===== src/rtl/cpu_pkg.sv =====
// Shared definitions for the pipelined CPU control blocks.
// Contents:
//   REG_W    - register address width
//   ZERO_REG - index of the hard-wired zero register
//   state_t  - pipeline sequencer states (RUN, STALL, HALT, STEP)
package cpu_pkg;

  localparam int REG_W = 5;
  localparam logic [REG_W-1:0] ZERO_REG = '0;

  typedef enum logic [1:0] {
    RUN   = 2'd0,
    STALL = 2'd1,
    HALT  = 2'd2,
    STEP  = 2'd3
  } state_t;

endpackage


===== src/rtl/pipeline_ctrl_hazard_detect.sv =====
// hazard_detect: combinational load-use hazard compare.
// Flags when the instruction in execute is a register-writing load whose
// destination is read by the instruction in fetch/decode.
// Ports:
//   fd_rs1, fd_rs2   in  source registers of the decode instruction
//   fd_uses_rs2      in  decode instruction actually reads rs2
//   ex_write_reg     in  destination register of the execute instruction
//   ex_reg_wrenable  in  execute instruction writes a register
//   ex_mem_to_reg    in  execute instruction is a load
//   hz               out load-use hazard present
module hazard_detect
  import cpu_pkg::*;
(
  input  logic [REG_W-1:0] fd_rs1,
  input  logic [REG_W-1:0] fd_rs2,
  input  logic             fd_uses_rs2,
  input  logic [REG_W-1:0] ex_write_reg,
  input  logic             ex_reg_wrenable,
  input  logic             ex_mem_to_reg,
  output logic             hz
);

  // Writes to the zero register are discarded, so they never create a hazard.
  assign hz = ex_reg_wrenable & ex_mem_to_reg & (ex_write_reg != ZERO_REG) &
              ((ex_write_reg == fd_rs1) | (fd_uses_rs2 & (ex_write_reg == fd_rs2)));

endmodule


===== src/rtl/pipeline_ctrl.sv =====
// pipeline_ctrl: stall/flush/halt sequencer for the pipelined CPU.
// Drives the PC enable, the fetch/decode advance enable and bubble injection
// into execute. Resolves load-use hazards, squashes the wrong-path
// instruction after a taken jump and implements a debug halt/single-step
// handshake. Keeps saturating stall and flush event counters.
// Parameters:
//   LOAD_STALL  bubble cycles per load-use hazard (1..3)
//   CNT_W       width of the event counters
// Ports:
//   clk, rst_n                    clock, asynchronous active-low reset
//   fd_rs1, fd_rs2, fd_uses_rs2   decode-stage source operands
//   ex_write_reg, ex_reg_wrenable,
//   ex_mem_to_reg, ex_is_jump     execute-stage instruction info
//   halt_req, step_req            debug halt level / single-step pulse
//   pc_en, fd_en, ex_bubble       combinational pipeline controls
//   halted                        registered, controller is in HALT
//   stall_cnt, flush_cnt          saturating event counters
module pipeline_ctrl
  import cpu_pkg::*;
#(
  parameter int LOAD_STALL = 2,
  parameter int CNT_W      = 16
) (
  input  logic             clk,
  input  logic             rst_n,
  input  logic [REG_W-1:0] fd_rs1,
  input  logic [REG_W-1:0] fd_rs2,
  input  logic             fd_uses_rs2,
  input  logic [REG_W-1:0] ex_write_reg,
  input  logic             ex_reg_wrenable,
  input  logic             ex_mem_to_reg,
  input  logic             ex_is_jump,
  input  logic             halt_req,
  input  logic             step_req,
  output logic             pc_en,
  output logic             fd_en,
  output logic             ex_bubble,
  output logic             halted,
  output logic [CNT_W-1:0] stall_cnt,
  output logic [CNT_W-1:0] flush_cnt
);

  localparam logic [1:0]       STALL_INIT = 2'(LOAD_STALL - 1);
  localparam logic [CNT_W-1:0] CNT_ONE    = CNT_W'(1);

  state_t     state, state_next;
  logic [1:0] rem, rem_next;
  logic       ret_halt, ret_halt_next;
  logic       hz;
  logic       stall_inc, flush_inc;
  logic       pc_en_c, fd_en_c, ex_bubble_c;

  hazard_detect u_hazard_detect (
    .fd_rs1          (fd_rs1),
    .fd_rs2          (fd_rs2),
    .fd_uses_rs2     (fd_uses_rs2),
    .ex_write_reg    (ex_write_reg),
    .ex_reg_wrenable (ex_reg_wrenable),
    .ex_mem_to_reg   (ex_mem_to_reg),
    .hz              (hz)
  );

  // STEP reuses the RUN decision for one instruction but ignores halt_req,
  // which is normally still high, and always returns to HALT afterwards.
  always_comb begin
    pc_en_c       = 1'b0;
    fd_en_c       = 1'b0;
    ex_bubble_c   = 1'b1;
    state_next    = state;
    rem_next      = rem;
    ret_halt_next = ret_halt;
    stall_inc     = 1'b0;
    flush_inc     = 1'b0;
    case (state)
      RUN, STEP: begin
        if (ex_is_jump) begin
          pc_en_c    = 1'b1;
          fd_en_c    = 1'b1;
          flush_inc  = 1'b1;
          state_next = (state == STEP) ? HALT : RUN;
        end else if (hz) begin
          stall_inc = 1'b1;
          rem_next  = STALL_INIT;
          if (LOAD_STALL > 1) begin
            state_next    = STALL;
            ret_halt_next = (state == STEP);
          end else begin
            state_next = (state == STEP) ? HALT : RUN;
          end
        end else if (halt_req && (state == RUN)) begin
          state_next = HALT;
        end else begin
          pc_en_c     = 1'b1;
          fd_en_c     = 1'b1;
          ex_bubble_c = 1'b0;
          state_next  = (state == STEP) ? HALT : RUN;
        end
      end
      STALL: begin
        stall_inc = 1'b1;
        rem_next  = rem - 2'd1;
        // rem counts the bubbles still owed including this one.
        if (rem <= 2'd1) begin
          state_next    = ret_halt ? HALT : RUN;
          ret_halt_next = 1'b0;
        end
      end
      HALT: begin
        if (step_req) begin
          state_next = STEP;
        end else if (!halt_req) begin
          state_next = RUN;
        end
      end
      default: state_next = RUN;
    endcase
  end

  // Reset holds the pipeline frozen with bubbles regardless of state.
  assign pc_en     = rst_n & pc_en_c;
  assign fd_en     = rst_n & fd_en_c;
  assign ex_bubble = ~rst_n | ex_bubble_c;

  always_ff @(posedge clk or negedge rst_n) begin
    if (!rst_n) begin
      state     <= RUN;
      rem       <= 2'd0;
      ret_halt  <= 1'b0;
      halted    <= 1'b0;
      stall_cnt <= '0;
      flush_cnt <= '0;
    end else begin
      state    <= state_next;
      rem      <= rem_next;
      ret_halt <= ret_halt_next;
      halted   <= (state_next == HALT);
      if (stall_inc && !(&stall_cnt)) stall_cnt <= stall_cnt + CNT_ONE;
      if (flush_inc && !(&flush_cnt)) flush_cnt <= flush_cnt + CNT_ONE;
    end
  end

endmodule


===== config.mk =====
export PLATFORM = sky130hd
export DESIGN_NAME = pipeline_ctrl
export DESIGN_NICKNAME = d
export VERILOG_FILES = /design/src/rtl/cpu_pkg.sv /design/src/rtl/pipeline_ctrl_hazard_detect.sv /design/src/rtl/pipeline_ctrl.sv
export SDC_FILE = /design/constraint.sdc
export NUM_CORES = 1
export LEC_CHECK = 0
export CAP_MARGIN = 20
export CORE_MARGIN = 3
export CORE_UTILIZATION = 45
export CTS_BUF_LIST = sky130_fd_sc_hd__clkbuf_8
export DETAILED_ROUTE_END_ITERATION = 8
export PLACE_DENSITY = 0.83
export RECOVER_POWER = 25
export SYNTH_ARGS = -nofsm -noshare
export SYNTH_HDL_FRONTEND = slang
export SYNTH_HIERARCHICAL = 1
export SYNTH_SLANG_ARGS = --single-unit

===== constraint.sdc =====
create_clock -name clk -period 3.9 [get_ports clk]
set_clock_uncertainty 0.2 [all_clocks]
set_input_delay 0.975 -clock clk [delete_from_list [all_inputs] [get_ports clk]]
set_output_delay 0.975 -clock clk [all_outputs]
set_load 0.02 [all_outputs]

==> results_dict.tcl, run 1 <==
set metrics [dict create \
    start_kind "input port" \
    core_area_um2 4500 \
    yosys_register_bits 38 \
    track_usage_pct 18.8 \
    grt_overflow_total 0 \
    synth_top_family_by_area "simple AND/OR/NAND/NOR gates" \
    clock_path_buffers 2 \
    gp_congestion 0.854 \
    multi_input_area_um2 1170 \
    wl_per_cell_um 14.8 \
    status "complete, but fails checks" \
    syn_inst 206 \
    hold_slack_ns 0.288 \
    whs_path_depth 1 \
    worst_slew_pin_slew_ns 2.02 \
    drc 0 \
    grt_setup_unrepaired "false" \
    cts-root-buf "clkbuf_8" \
    cts_made_buffers 5 \
    synth_edf_count 0 \
    period_share_pct 97.4 \
    final_cells 330 \
    fillers 373 \
    final_cell_mix "clkdlybuf4s50_1 (50), dfrtp_1 (38), xor2_1 (23)" \
    portBuffers 58 \
    maxCapViolCount 1 \
    num_antenna_cells 0 \
    crit_type "input port to output pin" \
    vias 1809 \
    cts.clk_slew.worst_paths_ns 0.07 \
    grt_pass1_vias 1741 \
    power_leakage_nw 1.27 \
    min_period_ns 3.80 \
    clock_sinks 38 \
    htreeDepth 2 \
    final_nets 309 \
    area_growth_syn_to_layout_pct 36.5 \
    ir_worst_vdd_mv 0.367 \
    synth_cell_types 44 \
    syn_area_um2 2160 \
    synth_xor_xnor_area_share_pct 14.6 \
    p_per_area_nw_per_um2 456 \
    slew_viol_final 39 \
    fp.dieArea_um2 5670 \
    cp.arrival_ns 2.62 \
    async_flop_share_pct 100 \
    start_util_pct 48.0 \
    layout_commonest_cell "clkdlybuf4s50_1" \
    grt_pass1_wl_um 8210 \
    worstPathRequired_ns 2.72 \
    synth_compound_area_share_pct 8.80 \
    critical_path.max_fanout 2 \
    worst-r2r-cell-count 6 \
    cts_tree "done" \
    io_pins 59 \
    ys.flop_type "dfrtp_1" \
    vias_per_cell 5.48 \
    yosysWarnings 6 \
    hold_viol 0 \
    synth_fp_nets 238 \
    setup_violations 0 \
    min_path_type "flop to flop" \
    fin_util_pct 65.5 \
    insertion_delay_ns 0.29 \
    drt_iter0_drc 105 \
    fmax_mhz 263 \
    max_slew_margin_pct -34.4 \
    setup_tns_ns 0 \
    die_w_um 75.3 \
    postSynthAreaPerCell_um2 10.5 \
    synth-adder-area-share_pct 5.21 \
    antenna_left 0 \
    drive_above_1_share_pct 12.2 \
    routed_wl_um 4890 \
    grt_antenna_before_repair 0 \
    yosys.area_share.simple_pct 22.0 \
    firstDrtPassIters 4 \
    place_inst 322 \
    rows 24 \
    fp.dieH_um 75.3 \
    violations "max-capacitance violations, max-slew violations" \
    regArea_um2 951 \
    dp_hpwl_um 3770 \
    synthMuxAreaShare_pct 3.07 \
    ys_seq_area_share_pct 44.0 \
    grt_max_degree 39 \
    end_kind "output pin" \
]
per-layer routing:
metal  part of all wire, %  vias up  GRT usage, %
met5                     0        -             0
met4                  0.68        0          5.24
met3                   3.4        2          4.22
met2                    51       43          31.0
met1                    45      862          24.9
li1                      -      902             -
stage by stage:
step / instance area [um2] / total power (W) / worst slack (ns)
4_1_cts: 2930 / 0.00135 / -0.000786
2_1_floorplan: 2160 / 0.000846 / 0.423
6_report: 2950 / 0.00134 / 0.101
3_5_place_dp: 2850 / 0.00108 / -0.439
3_3_place_gp: 2850 / 0.00106 / -0.414
5_1_grt: 2950 / 0.00144 / 0.0426
power by group:
group          total (W)  switching, W  internal, W
Combinational   0.000518      0.000266     0.000252
Clock           0.000279      0.000137     0.000142
Sequential      0.000548     0.0000828     0.000465
Total            0.00134      0.000486     0.000859
cell usage after synthesis, drive strengths merged (2+ instances only):
library cell	number	area, um2
a21oi	8	40.0
buf	3	23.8
o21a	2	15.0
nand3	9	45.0
xnor2	13	114
nor4b	3	32.5
o21ai	3	15.0
dfrtp	38	951
or2	3	18.8
nor2	5	18.8
a21o	2	15.0
nand2b	3	18.8
nor3b	4	30.0
and3	3	18.8
nor3	9	45.0
ha	9	113
nand4b	2	17.5
mux2	5	56.3
nand2	12	45.0
nor4	9	56.3
o211ai	5	42.5
and4	2	17.5
xor2	23	201
inv	6	22.5
nand4	10	62.6
layout make-up:
cell class,instances,share of cell area (%)
clock buffers,6,2.80
clock inverters,2,0.424
inverters,6,0.763
multi-input cells,158,39.7
flip-flops and latches,38,32.2
well taps,52,2.20
repair buffers,68,21.9
cell families after synthesis:
group	count (synthesis)
compound gates	27
xor+xnor	36
fa+ha+maj	9
buf+inv	10
flops	38
mux	6
simple gates	80
state kept, by name, indices dropped and copies added (netlist names):
| signal | cells |
|---|---|
| stall_cnt | 16 |
| flush_cnt | 16 |
| state | 2 |
| ret_halt | 1 |
| rem | 2 |
| halted | 1 |
what timing repair did:
action,CTS,global route
pin swaps,0,4
hold buffers,0,0
cloned,0,0
endpoints found under the setup margin,3,5
resized for setup,12,9
buffers inserted,0,0
critical path, cell delays in order:
cell and delay (ns):
clkdlybuf4s50_1 0.41, xor2_1 0.14, nor4_1 0.31, nand3_1 0.13
a21oi_2 0.19, a21oi_2 0.05, o211a_1 0.25, buf_4 0.16
worst paths after layout:
| path | from | endpoint | slack, ns |
|---|---|---|---|
| setup / recovery | fd_rs2[2] | fd_en | 0.10 |
| hold / removal | rem[0]$_DFFE_PN0P_ | rem[0]$_DFFE_PN0P_ | 0.29 |
| setup reg to reg | state[1]$_DFF_PN0_ | stall_cnt[15]$_DFFE_PN0P_ | 1.14 |
| hold reg to reg | rem[0]$_DFFE_PN0P_ | rem[0]$_DFFE_PN0P_ | 0.29 |
| max in group asynchronous | rst_n | stall_cnt[7]$_DFFE_PN0P_ | 1.01 |
| min in group asynchronous | rst_n | flush_cnt[13]$_DFFE_PN0P_ | 1.33 |
Power figures use the tool's default switching activity.
==> inputs of run 2 (changes only) <==
--- a/config.mk
+++ b/config.mk
@@ -10,8 +10,9 @@
 export CORE_UTILIZATION = 45
 export CTS_BUF_LIST = sky130_fd_sc_hd__clkbuf_8
 export DETAILED_ROUTE_END_ITERATION = 8
-export PLACE_DENSITY = 0.83
+export PLACE_DENSITY = 0.86
 export RECOVER_POWER = 25
+export SETUP_SLACK_MARGIN = 0.15
 export SYNTH_ARGS = -nofsm -noshare
 export SYNTH_HDL_FRONTEND = slang
 export SYNTH_HIERARCHICAL = 1
==> constraint.sdc (replaced) <==
create_clock -name clk -period 3.45 [get_ports clk]
set_clock_uncertainty 0.2 [all_clocks]
set_input_delay 0.8625 -clock clk [delete_from_list [all_inputs] [get_ports clk]]
set_output_delay 0.8625 -clock clk [all_outputs]
set_load 0.02 [all_outputs]
==> results_dict.tcl, run 2 (synthesis results as in run 1) <==
set metrics [dict create \
    fin_util_pct 68.8 \
    drt_iter0_drc 96 \
    start_util_pct 48.0 \
    vias 1893 \
    combPwrFrac_pct 40.0 \
    worstPathRequired_ns 3.45 \
    p_per_area_nw_per_um2 503 \
    grt_overflow_total 0 \
    cts_tree "done" \
    setup_violations 0 \
    design_power_total_w 0.00156 \
    insertion_delay_ns 0.29 \
    power_frac_seq_pct 39.9 \
    vias_per_cell 5.58 \
    min_path_type "flop to flop" \
    portBuffers 58 \
    reg_top3 "flush_cnt x16, stall_cnt x16" \
    violations "max-capacitance violations, max-slew violations" \
    timing.rr.start "state[1]$_DFF_PN0_" \
    clock_path_buffers 2 \
    drive_above_1_share_pct 21.6 \
    max_slew_margin_pct -28.2 \
    fp.dieH_um 75.3 \
    regArea_um2 951 \
    fmax_mhz 297 \
    cts_made_buffers 5 \
    num_antenna_cells 0 \
    worst_slew_pin_slew_ns 1.92 \
    cts_hold_buffers 0 \
    fillers 330 \
    dp_hpwl_um 3890 \
    power_leakage_nw 1.34 \
    grt_pass1_vias 1759 \
    critical_path.max_fanout 5 \
    place_area_um2 2900 \
    place_inst 328 \
    min_period_ns 3.37 \
    crit_path_start "fd_rs1[0]" \
    swShare_pct 36.6 \
    worst-r2r-cell-count 7 \
    gp_congestion 0.836 \
    slew_viol_final 39 \
    switching_power_w 0.000570 \
    final_cell_mix "clkdlybuf4s50_1 (41), dfrtp_1 (38), xor2_1 (19)" \
    area_growth_syn_to_layout_pct 43.2 \
    cts.clk_slew.worst_paths_ns 0.07 \
    setup.worst_path.end "stall_cnt[15]$_DFFE_PN0P_" \
    grt_antenna_before_repair 0 \
    hold_viol 0 \
    final_cells 339 \
    period_share_pct 97.6 \
    ir_worst_vdd_mv 0.435 \
    multi_input_area_um2 1270 \
    final_nets 318 \
    cp.arrival_ns 3.37 \
    io_pins 59 \
    grt_setup_unrepaired "true" \
    grt_max_degree 39 \
    firstDrtPassIters 4 \
    start_kind "input port" \
    p_int_w 0.000988 \
    drc 0 \
    pwr-share-clk_pct 20.0 \
    design_area_um2 3100 \
    track_usage_pct 19.3 \
    end_kind "flop" \
    grt_pass1_wl_um 8360 \
    fp.dieArea_um2 5670 \
    htreeDepth 2 \
    wl_per_cell_um 15.8 \
    rows 24 \
    core_area_um2 4500 \
    r2r_setup_slack_ns 0.66 \
    clock_sinks 38 \
    antenna_left 0 \
    cts-root-buf "clkbuf_8" \
    crit_type "input port to flop" \
    rr_endpoint "stall_cnt[15]$_DFFE_PN0P_" \
    layout_commonest_cell "clkdlybuf4s50_1" \
    routed_wl_um 5350 \
    die_w_um 75.3 \
    setup_tns_ns 0 \
    status "complete, but fails checks" \
    maxCapViolCount 1 \
]
==> run 2: cell types whose count changed in the layout (fill, tap and decap cells not counted), sizes merged <==
cell           previous run  this run
clkdlybuf4s15             0         2
dlymetal6s2s              4         1
dlygate4sd2               0         3
clkdlybuf4s50            50        41
buf                      12        28
==> run 2: worst min path at each step <==
stage	from	end	slack, ns	cells past startpoint
finish	flush_cnt[7]$_DFFE_PN0P_	flush_cnt[7]$_DFFE_PN0P_	0.29	1
global route	flush_cnt[7]$_DFFE_PN0P_	flush_cnt[7]$_DFFE_PN0P_	0.31	1
CTS	flush_cnt[7]$_DFFE_PN0P_	flush_cnt[7]$_DFFE_PN0P_	0.30	1
detailed placement	rem[0]$_DFFE_PN0P_	rem[0]$_DFFE_PN0P_	0.28	1
global placement	rem[0]$_DFFE_PN0P_	rem[0]$_DFFE_PN0P_	0.27	1
floorplan	rem[0]$_DFFE_PN0P_	rem[0]$_DFFE_PN0P_	0.26	1
==> run 2: through the flow <==
step / hold slack [ns] / setup slack (ns)
after floorplan: 0.257 / 0.198
after global placement: 0.271 / -0.653
after detailed placement: 0.281 / -0.745
after CTS: 0.301 / 0.0599
after global routing: 0.310 / -0.00910
final: 0.291 / 0.0845
==> run 2: power by group through the flow <==
stage	sequential (W)	clock [W]	combinational [W]
floorplan	0.000680	0	0.000277
global placement	0.000623	0	0.000586
detailed placement	0.000628	0	0.000607
CTS	0.000620	0.000322	0.000620
global route	0.000634	0.000338	0.000684
finish	0.000622	0.000312	0.000624
==> run 2: cell type report <==
| type | instances | share of cell area, % |
|---|---|---|
| clock buffer | 6 | 2.67 |
| clock inverter | 2 | 0.404 |
| inverter | 6 | 0.727 |
| multi-input combinational | 158 | 41.0 |
| sequential | 38 | 30.7 |
| tap | 52 | 2.10 |
| timing repair buffer | 77 | 22.4 |
==> run 2: what timing repair did <==
| item | 4_1_cts | 5_1_grt |
|---|---|---|
| endpoints found under the setup margin | 19 | 11 |
| pin swaps | 14 | 20 |
| buffers inserted | 2 | 1 |
| gates resized for setup | 64 | 11 |
==> run 2: metal layers <==
layer,track usage (%),vias up,wire (um)
met5,0,-,0
met3,4.09,6,206
met4,4.85,0,72
met1,25.0,931,2320
met2,32.8,52,2760
li1,-,904,-
==> run 2: worst max-delay path: stages <==
cell and delay, ns:
clkdlybuf4s50_1 0.48, xnor2_1 0.14, nand3_1 0.11, a21oi_2 0.18, buf_4 0.14, or4b_4 0.47, a2111o_1 0.51, nor4b_4 0.29
xor2_1 0.17
==> inputs of run 3 (changes only) <==
--- a/config.mk
+++ b/config.mk
@@ -6,10 +6,12 @@
 export NUM_CORES = 1
 export LEC_CHECK = 0
 export CAP_MARGIN = 20
+export CORE_ASPECT_RATIO = 0.8
 export CORE_MARGIN = 3
 export CORE_UTILIZATION = 45
 export CTS_BUF_LIST = sky130_fd_sc_hd__clkbuf_8
 export DETAILED_ROUTE_END_ITERATION = 8
+export MAX_ROUTING_LAYER = met4
 export PLACE_DENSITY = 0.86
 export RECOVER_POWER = 25
 export SETUP_SLACK_MARGIN = 0.15
==> results_dict.tcl, run 3 (synthesis results as in run 1) <==
set metrics [dict create \
    power_leakage_nw 1.28 \
    insertion_delay_ns 0.29 \
    grt_pass1_wl_um 8760 \
    worstPathRequired_ns 3.47 \
    critical_path.max_fanout 5 \
    drt_iter0_drc 82 \
    swShare_pct 36.6 \
    hold_slack_ns 0.280 \
    cts.clk_slew.worst_paths_ns 0.08 \
    htreeDepth 2 \
    min_path_type "flop to flop" \
    p_per_area_nw_per_um2 513 \
    vias_per_cell 5.62 \
    pwr-share-clk_pct 21.0 \
    die_w_um 83.5 \
    path_cells "clkdlybuf4s50_1 -> xnor2_1 -> nand3_1 -> a21oi_2 -> buf_4 -> or4b_4 -> a2111o_1 -> nor4b_2 -> xor2_1" \
    slew_viol_final 39 \
    core_area_um2 4390 \
    rows 21 \
    path_delay_family "simple AND/OR/NAND/NOR gates" \
    portBuffers 58 \
    grt_setup_unrepaired "true" \
    min_period_ns 3.37 \
    io_pins 59 \
    grt_overflow_total 0 \
    drive_above_1_share_pct 18.0 \
    cp.arrival_ns 3.39 \
    period_share_pct 97.6 \
    cts_hold_buffers 0 \
    track_usage_pct 19.9 \
    start_util_pct 49.3 \
    worst_slew_pin_slew_ns 1.99 \
    crit_buf_inv 2 \
    clock_sinks 38 \
    final_cells 340 \
    cts-root-buf "clkbuf_8" \
    clock_path_buffers 2 \
    fp.dieH_um 68.0 \
    firstDrtPassIters 4 \
    switching_power_w 0.000564 \
    wl_per_cell_um 15.9 \
    hold_viol 0 \
    power_frac_seq_pct 40.3 \
    fmax_mhz 297 \
    antenna_left 0 \
    num_antenna_cells 0 \
    fp.dieArea_um2 5680 \
    max_stage_delay_ns 0.50 \
    reg_top3 "flush_cnt x16, stall_cnt x16" \
    layout_commonest_cell "clkdlybuf4s50_1" \
    ir_worst_vdd_mv 0.416 \
    p_int_w 0.000976 \
    grt_max_degree 39 \
    setup_violations 0 \
    cts_tree "done" \
    critPathSlowestCell "a2111o_1" \
    start_kind "input port" \
    dp_hpwl_um 3890 \
    max_slew_margin_pct -32.4 \
    status "complete, but fails checks" \
    maxCapViolCount 1 \
    area_growth_syn_to_layout_pct 38.9 \
    gp_congestion 0.863 \
    final_cell_mix "clkdlybuf4s50_1 (40), dfrtp_1 (38), xor2_1 (23)" \
    grt_antenna_before_repair 0 \
    routed_wl_um 5400 \
    place_inst 330 \
    grt_pass1_vias 1843 \
    end_kind "flop" \
    crit_type "input port to flop" \
    cts_made_buffers 5 \
    final_nets 314 \
    drc 0 \
    combPwrFrac_pct 38.7 \
    vias 1910 \
    violations "max-capacitance violations, max-slew violations" \
]
==> run 3: path summary, 6_finish.rpt <==
path	start	to	slack, ns	cells past startpoint
min reg2reg	rem[0]$_DFFE_PN0P_	rem[0]$_DFFE_PN0P_	0.28	1
min	rem[0]$_DFFE_PN0P_	rem[0]$_DFFE_PN0P_	0.28	1
max in group asynchronous	rst_n	stall_cnt[12]$_DFFE_PN0P_	0.78	2
max reg2reg	state[0]$_DFF_PN0_	stall_cnt[15]$_DFFE_PN0P_	0.68	6
min in group asynchronous	rst_n	stall_cnt[1]$_DFFE_PN0P_	1.13	2
max	fd_rs2[0]	stall_cnt[15]$_DFFE_PN0P_	0.08	9
==> run 3: timing repair <==
| item | 4_1_cts | 5_1_grt |
|---|---|---|
| buffers inserted | 1 | 1 |
| gates resized for setup | 63 | 4 |
| hold endpoints to repair | 0 | 0 |
| pin swaps | 18 | 4 |
| endpoints found under the setup margin | 16 | 10 |
==> run 3: layout make-up <==
cell class	instances	area [um2]
Clock inverter	2	12.5
Timing Repair Buffer	73	661
Tap cell	57	71.3
Sequential cell	38	951
Inverter	6	22.5
Multi-Input combinational cell	158	1200
Clock buffer	6	82.6
Fill cell	331	1390
==> run 3: worst register-to-register path, stage by stage (launching register included) <==
cell and delay [ns]:
dfrtp_1 0.43, inv_1 0.13, ha_1 0.44, or4b_4 0.55
a2111o_1 0.50, nor4b_2 0.30, xor2_1 0.17
==> run 3: metrics by stage <==
| stage | worst slack (ns) | power, W | utilization [%] | TNS (ns) | cell area [um2] |
|---|---|---|---|---|---|
| final | 0.0825 | 0.00154 | 68.4 | 0 | 3000 |
| after global placement | -0.623 | 0.00120 | 65.6 | -6.02 | 2880 |
| after detailed placement | -0.645 | 0.00121 | 65.6 | -7.00 | 2880 |
| after floorplan | 0.198 | 0.000957 | - | 0 | 2160 |
| after global routing | -0.00786 | 0.00164 | 68.4 | -0.00786 | 3000 |
| after CTS | 0.133 | 0.00153 | 67.9 | 0 | 2980 |
==> run 3: power by group through the flow <==
stage | Sequential, W | Clock, W | Combinational (W)
floorplan | 0.000680 | 0 | 0.000277
global placement | 0.000625 | 0 | 0.000571
detailed placement | 0.000626 | 0 | 0.000583
CTS | 0.000619 | 0.000327 | 0.000588
global route | 0.000638 | 0.000350 | 0.000647
finish | 0.000621 | 0.000323 | 0.000596
==> run 3: routing by layer <==
layer | vias to the layer above | share of wire, % | GRT usage, %
met2 | 71 | 49 | 33.6
met1 | 924 | 44 | 25.6
li1 | 907 | - | -
met5 | - | 0 | -
met3 | 8 | 5.5 | 3.49
met4 | 0 | 1.2 | 4.62
